[src/rtl/fetch_unit.sv]
// Instruction fetch stage: icache request FSM, redirect handling and fetch queue.
// Optional FETCH_JAL_PREDICT_EN: follow JAL targets instead of PC+4.
module fetch_unit #(
    parameter logic [31:0] RESET_PC = 32'h0000_0010,
    parameter int          QDEPTH   = 4
) (
    input  logic        clk,
    input  logic        reset,
    output logic [31:0] PCF,
    output logic        IMRead,
    input  logic [31:0] InstrF,
    input  logic        IMRdy,
    output logic        InstrValidD,
    input  logic        InstrReadyD,
    output logic [31:0] InstrD,
    output logic [31:0] PCD,
    input  logic        RedirectE,
    input  logic [31:0] RedirectPC
);

    localparam int AW = $clog2(QDEPTH);
    localparam logic [AW:0] DEPTH = (AW+1)'(QDEPTH);

    localparam logic [1:0] S_IDLE = 2'd0;
    localparam logic [1:0] S_REQ  = 2'd1;
    localparam logic [1:0] S_WAIT = 2'd2;
    localparam logic [1:0] S_DROP = 2'd3;

    logic [1:0]    state;
    logic [31:0]   drop_pc;
    logic [31:0]   pc_mem    [QDEPTH];
    logic [31:0]   instr_mem [QDEPTH];
    logic [AW-1:0] wptr;
    logic [AW-1:0] rptr;
    logic [AW:0]   count;
    logic [AW:0]   count_next;
    logic          enq;
    logic          deq;
    logic [31:0]   redirect_pc;
    logic [31:0]   seq_pc;

    assign redirect_pc = RedirectPC & ~32'h3;
    // A redirect discards any response arriving in the same cycle
    assign enq = (state == S_REQ) && IMRdy && !RedirectE;
    assign deq = InstrValidD && InstrReadyD;

    always_comb begin
        count_next = count;
        case ({enq, deq})
            2'b10:   count_next = count + 1'b1;
            2'b01:   count_next = count - 1'b1;
            default: count_next = count;
        endcase
    end

`ifdef FETCH_JAL_PREDICT_EN
    logic [31:0] jal_imm;
    logic        is_jal;

    assign jal_imm = {{12{InstrF[31]}}, InstrF[19:12], InstrF[20],
                      InstrF[30:21], 1'b0};
    assign is_jal  = (InstrF[6:0] == 7'b1101111);
    assign seq_pc  = is_jal ? PCF + jal_imm : PCF + 32'd4;
`else
    assign seq_pc  = PCF + 32'd4;
`endif

    assign InstrValidD = (count != '0);
    assign InstrD      = InstrValidD ? instr_mem[rptr] : '0;
    assign PCD         = InstrValidD ? pc_mem[rptr]    : '0;

    always_ff @(posedge clk) begin
        if (enq) begin
            pc_mem[wptr]    <= PCF;
            instr_mem[wptr] <= InstrF;
        end
    end

    always_ff @(posedge clk) begin
        if (reset || RedirectE) begin
            wptr  <= '0;
            rptr  <= '0;
            count <= '0;
        end else begin
            if (enq) wptr <= wptr + 1'b1;
            if (deq) rptr <= rptr + 1'b1;
            count <= count_next;
        end
    end

    always_ff @(posedge clk) begin
        if (reset) begin
            state   <= S_IDLE;
            PCF     <= RESET_PC;
            IMRead  <= 1'b0;
            drop_pc <= '0;
        end else begin
            case (state)
                S_IDLE: begin
                    state  <= S_REQ;
                    IMRead <= 1'b1;
                    if (RedirectE) PCF <= redirect_pc;
                end
                S_REQ: begin
                    if (RedirectE) begin
                        if (IMRdy) begin
                            PCF <= redirect_pc;
                        end else begin
                            drop_pc <= redirect_pc;
                            state   <= S_DROP;
                        end
                    end else if (IMRdy) begin
                        PCF <= seq_pc;
                        if (count_next == DEPTH) begin
                            state  <= S_WAIT;
                            IMRead <= 1'b0;
                        end
                    end
                end
                S_WAIT: begin
                    if (RedirectE) begin
                        PCF    <= redirect_pc;
                        IMRead <= 1'b1;
                        state  <= S_REQ;
                    end else if (count_next < DEPTH) begin
                        IMRead <= 1'b1;
                        state  <= S_REQ;
                    end
                end
                S_DROP: begin
                    // The in-flight request cannot be aborted; retire it first
                    if (IMRdy) begin
                        PCF   <= RedirectE ? redirect_pc : drop_pc;
                        state <= S_REQ;
                    end else if (RedirectE) begin
                        drop_pc <= redirect_pc;
                    end
                end
                default: begin
                    state  <= S_IDLE;
                    IMRead <= 1'b0;
                end
            endcase
        end
    end

endmodule
[config.mk]
export PLATFORM = sky130hd
export DESIGN_NAME = fetch_unit
export DESIGN_NICKNAME = d
export VERILOG_FILES = /design/src/rtl/fetch_unit.sv
export SDC_FILE = /design/constraint.sdc
export NUM_CORES = 1
export LEC_CHECK = 0
export CAP_MARGIN = 20
export CORE_MARGIN = 2
export CORE_UTILIZATION = 30
export CTS_BUF_LIST = sky130_fd_sc_hd__clkbuf_16
export DETAILED_ROUTE_END_ITERATION = 8
export PLACE_DENSITY_LB_ADDON = 0.2
export SLEW_MARGIN = 20
export SYNTH_ARGS = -nofsm -noshare
export SYNTH_HDL_FRONTEND = slang
export SYNTH_SLANG_ARGS = --single-unit
export TNS_END_PERCENT = 20
[constraint.sdc]
create_clock -name clk -period 4.3 [get_ports clk]
set_clock_uncertainty 0.05 [all_clocks]
set_input_delay 0.86 -clock clk [delete_from_list [all_inputs] [get_ports clk]]
set_output_delay 0.86 -clock clk [all_outputs]
set_load 0.01 [all_outputs]
==> results.tsv <==
stage	metric	value	unit
critical_path	Setup crit end kind	primary output	
yosys	Post-Syn Instances	915	
floorplan	die width	218	um
yosys	Yosys top cell by area	edfxtp_1	
cells_and_area	Nets	1173	
outcome	outcome	finished, final reports clean	
critical_path	CP Class	register to primary output	
floorplan	Die Ht	218	um
yosys	average cell area after synthesis	14.9	sq um
drt	via-per-instance ratio	4.88	
floorplan	die area	0.0473	sq mm
cells_and_area	share of layout cells above drive strength 1	0.155	
yosys	most used flip-flop cell after synthesis	edfxtp_1	
sta	Hold Vio Cnt, Final	0	
yosys	synth cell count leaders	edfxtp_1 (256), nand2_1 (90), dfxtp_1 (76), and2_1 (66), mux4_2 (64)	
floorplan	Starting Density	0.303	
sta	fin crit period	3.67	ns
pwr	pwr dens	447	mW/mm^2
cells_and_area	Antenna Diode Count	0	
clocking	clk root buf	clkbuf_16	
clocking	Clk pin slew, worst setup/hold paths	0.06	ns
yosys	ys async rst share	0	
drt	via count	8422	
drt	ANT nets after route	0	
job	Max Cap Viol	0	
critical_path	Worst EP required	3.39	ns
sta	max-slew violations	0	
clocking	clk_lat worst skew	0.54	ns
pwr	Pleak	5.66	nW
clocking	cts hold-fix bufs	0	
grt	grt ovf	0	
yosys	synth unique cells	60	
yosys	count leader, synth	edfxtp_1	
hold_path	worst min path class	register to register	
clocking	H-Tree Depth	2	
grt	initial antenna violation count	0	
placed_design	GPL Wtd Cong	0.757	
yosys	Area contributors post-synth	edfxtp_1 (56%), dfxtp_1 (11%), mux4_2 (11%)	
clocking	CTS tree	done	
yosys	post-synthesis register bit count	332	
clocking	CTS Buf Count	40	
grt	GRT Total Usage	0.152	
clocking	Clock Sink Count	332	
sta	Max Clk Rate	0.273	GHz
floorplan	I/O pin cnt	167	
yosys	yosys warns	0	
sta	slew margin rel.	0.537	
clocking	clock buffer depth	3	
yosys	Post-Syn Area	0.0137	sq mm
yosys	Mapped Nets	991	
critical_path	CP Max Fanout	18	
critical_path	crit path DAT	2.76	ns
drt	DRT Pass-1 Iters	5	
floorplan	core box area	0.0452	sq mm
sta	Setup TNS Final	0	ns
cells_and_area	Layout area overhead	28.4	%
sta	RSZ-0062 raised after global routing	false	
drt	Avg WL per Cell	20.8	um
sta	# setup viols final	0	
drt	# DRC	0	
yosys	EDFF count, synth	256	
drt	Initial DRC Count	580	
sta	hold slack	0.404	ns
clocking	post-CTS sizing	0	
placed_design	dpl hpwl	22300	um
pwr	Max VDD drop	0.000201	V
floorplan	num rows	78	
placed_design	Port Buffers	164	
grt	vias in the first global route	8592	
yosys	sequential cell area fraction in the yosys report	0.673	
critical_path	Startpoint Class	register	
yosys	top cell type's share of synthesized area	0.562	
sta	Slew @ Worst Pin	0.694	ns
clocking	Post-CTS Setup Repair Bufs	0	
grt	largest net degree at the start of global routing	50	
grt	first-pass GRT wire length	53900	um
drt	Post-Route WL	36000	um
sta	final critical-path share of the clock period	0.852	
power breakdown:
group / total (mW) / switching, mW / leakage (nW) / internal (mW)
combinational: 0.661 / 0.342 / 2.03 / 0.320
sequential: 3.74 / 0.154 / 2.94 / 3.59
clock: 3.45 / 1.31 / 0.684 / 2.15
total: 7.85 / 1.80 / 5.66 / 6.05
path summary, 6_finish.rpt:
path	startpoint	endpoint	slack (ns)	cells past startpoint
setup / recovery	register	InstrD[22]	0.63	4
hold / removal	drop_pc[11]	drop_pc[11]	0.40	2
setup reg to reg	count[0]	state[0]	1.18	10
hold reg to reg	drop_pc[11]	drop_pc[11]	0.40	2
cells in the final DEF, fill, tap and decap left out, types with 3 or more instances in the layout:
master and n:
xor2_1 22, a21oi_1 58, a2111oi_2 4, mux2i_1 3, nand2b_1 4, mux4_2 64, nor2_1 36, a221oi_1 12
and3_1 6, xnor2_1 7, bufinv_16 7, o21ai_0 10, inv_1 18, and2_1 66, nand2_1 90, buf_12 9
o22ai_1 19, nand3_1 21, nor3_1 6, and3_4 4, o221ai_1 15, clkinv_2 7, o21ai_1 4, a211oi_1 3
clkbuf_16 41, buf_4 22, ha_1 6, nor2b_1 4, dfxtp_1 74, nand4_1 9, edfxtp_1 256, a22oi_1 3
clkdlybuf4s50_1 163, clkinv_1 8
layer usage:
metal / routed length (um) / GRT usage
met1: 16400 / 0.207
met2: 17000 / 0.245
met3: 1970 / 0.0305
met4: 544 / 0.0436
met5: 0 / 0
area by class of cell:
| type | count | area [sq um] |
|---|---|---|
| fill | 4215 | 27600 |
| sequential | 332 | 9220 |
| multi-input combinational | 515 | 4220 |
| timing repair buffer | 195 | 1980 |
| clock buffer | 41 | 1030 |
| tap | 600 | 751 |
| clock inverter | 31 | 323 |
| inverter | 13 | 48.8 |
sequential cells by signal, summed over array words and instances (netlist names), 2 cells and up, named ones only:
register   count
PCF           32
count          3
drop_pc       32
instr_mem    128
pc_mem       128
rptr           2
state          2
wptr           2
stage by stage:
step | instances | total power [mW] | util | cell area [sq um] | worst slack (ns)
after global routing | 1727 | 8.15 | 0.389 | 17600 | 0.486
after floorplan | 915 | 4.08 | - | 13700 | 0.834
after detailed placement | 1655 | 4.48 | 0.359 | 16200 | 0.590
after global placement | 1655 | 4.47 | 0.359 | 16200 | 0.594
after CTS | 1727 | 7.97 | 0.389 | 17600 | 0.547
final | 1727 | 7.85 | 0.389 | 17600 | 0.635
cell families (layout without fill, tap and decap cells):
kind of cell               count (synthesis)  count (layout)  share of synthesized area
AOI/OAI and AO/OA                        149             149                     0.0736
xor gates and xnor gates                  30              30                     0.0203
adders and majority gates                  7               7                    0.00695
buffers and inverters                     68             280                     0.0198
DFF                                      332             332                      0.673
muxes                                     67              67                      0.108
and+or+nand+nor                          262             262                     0.0984
critical path, stage by stage (launching register included):
cell	delay [ns]
dfxtp_4	0.51
buf_4	0.41
mux4_2	0.58
and2_1	0.20
clkdlybuf4s50_1	0.48
(Power assumes the default switching activity.)
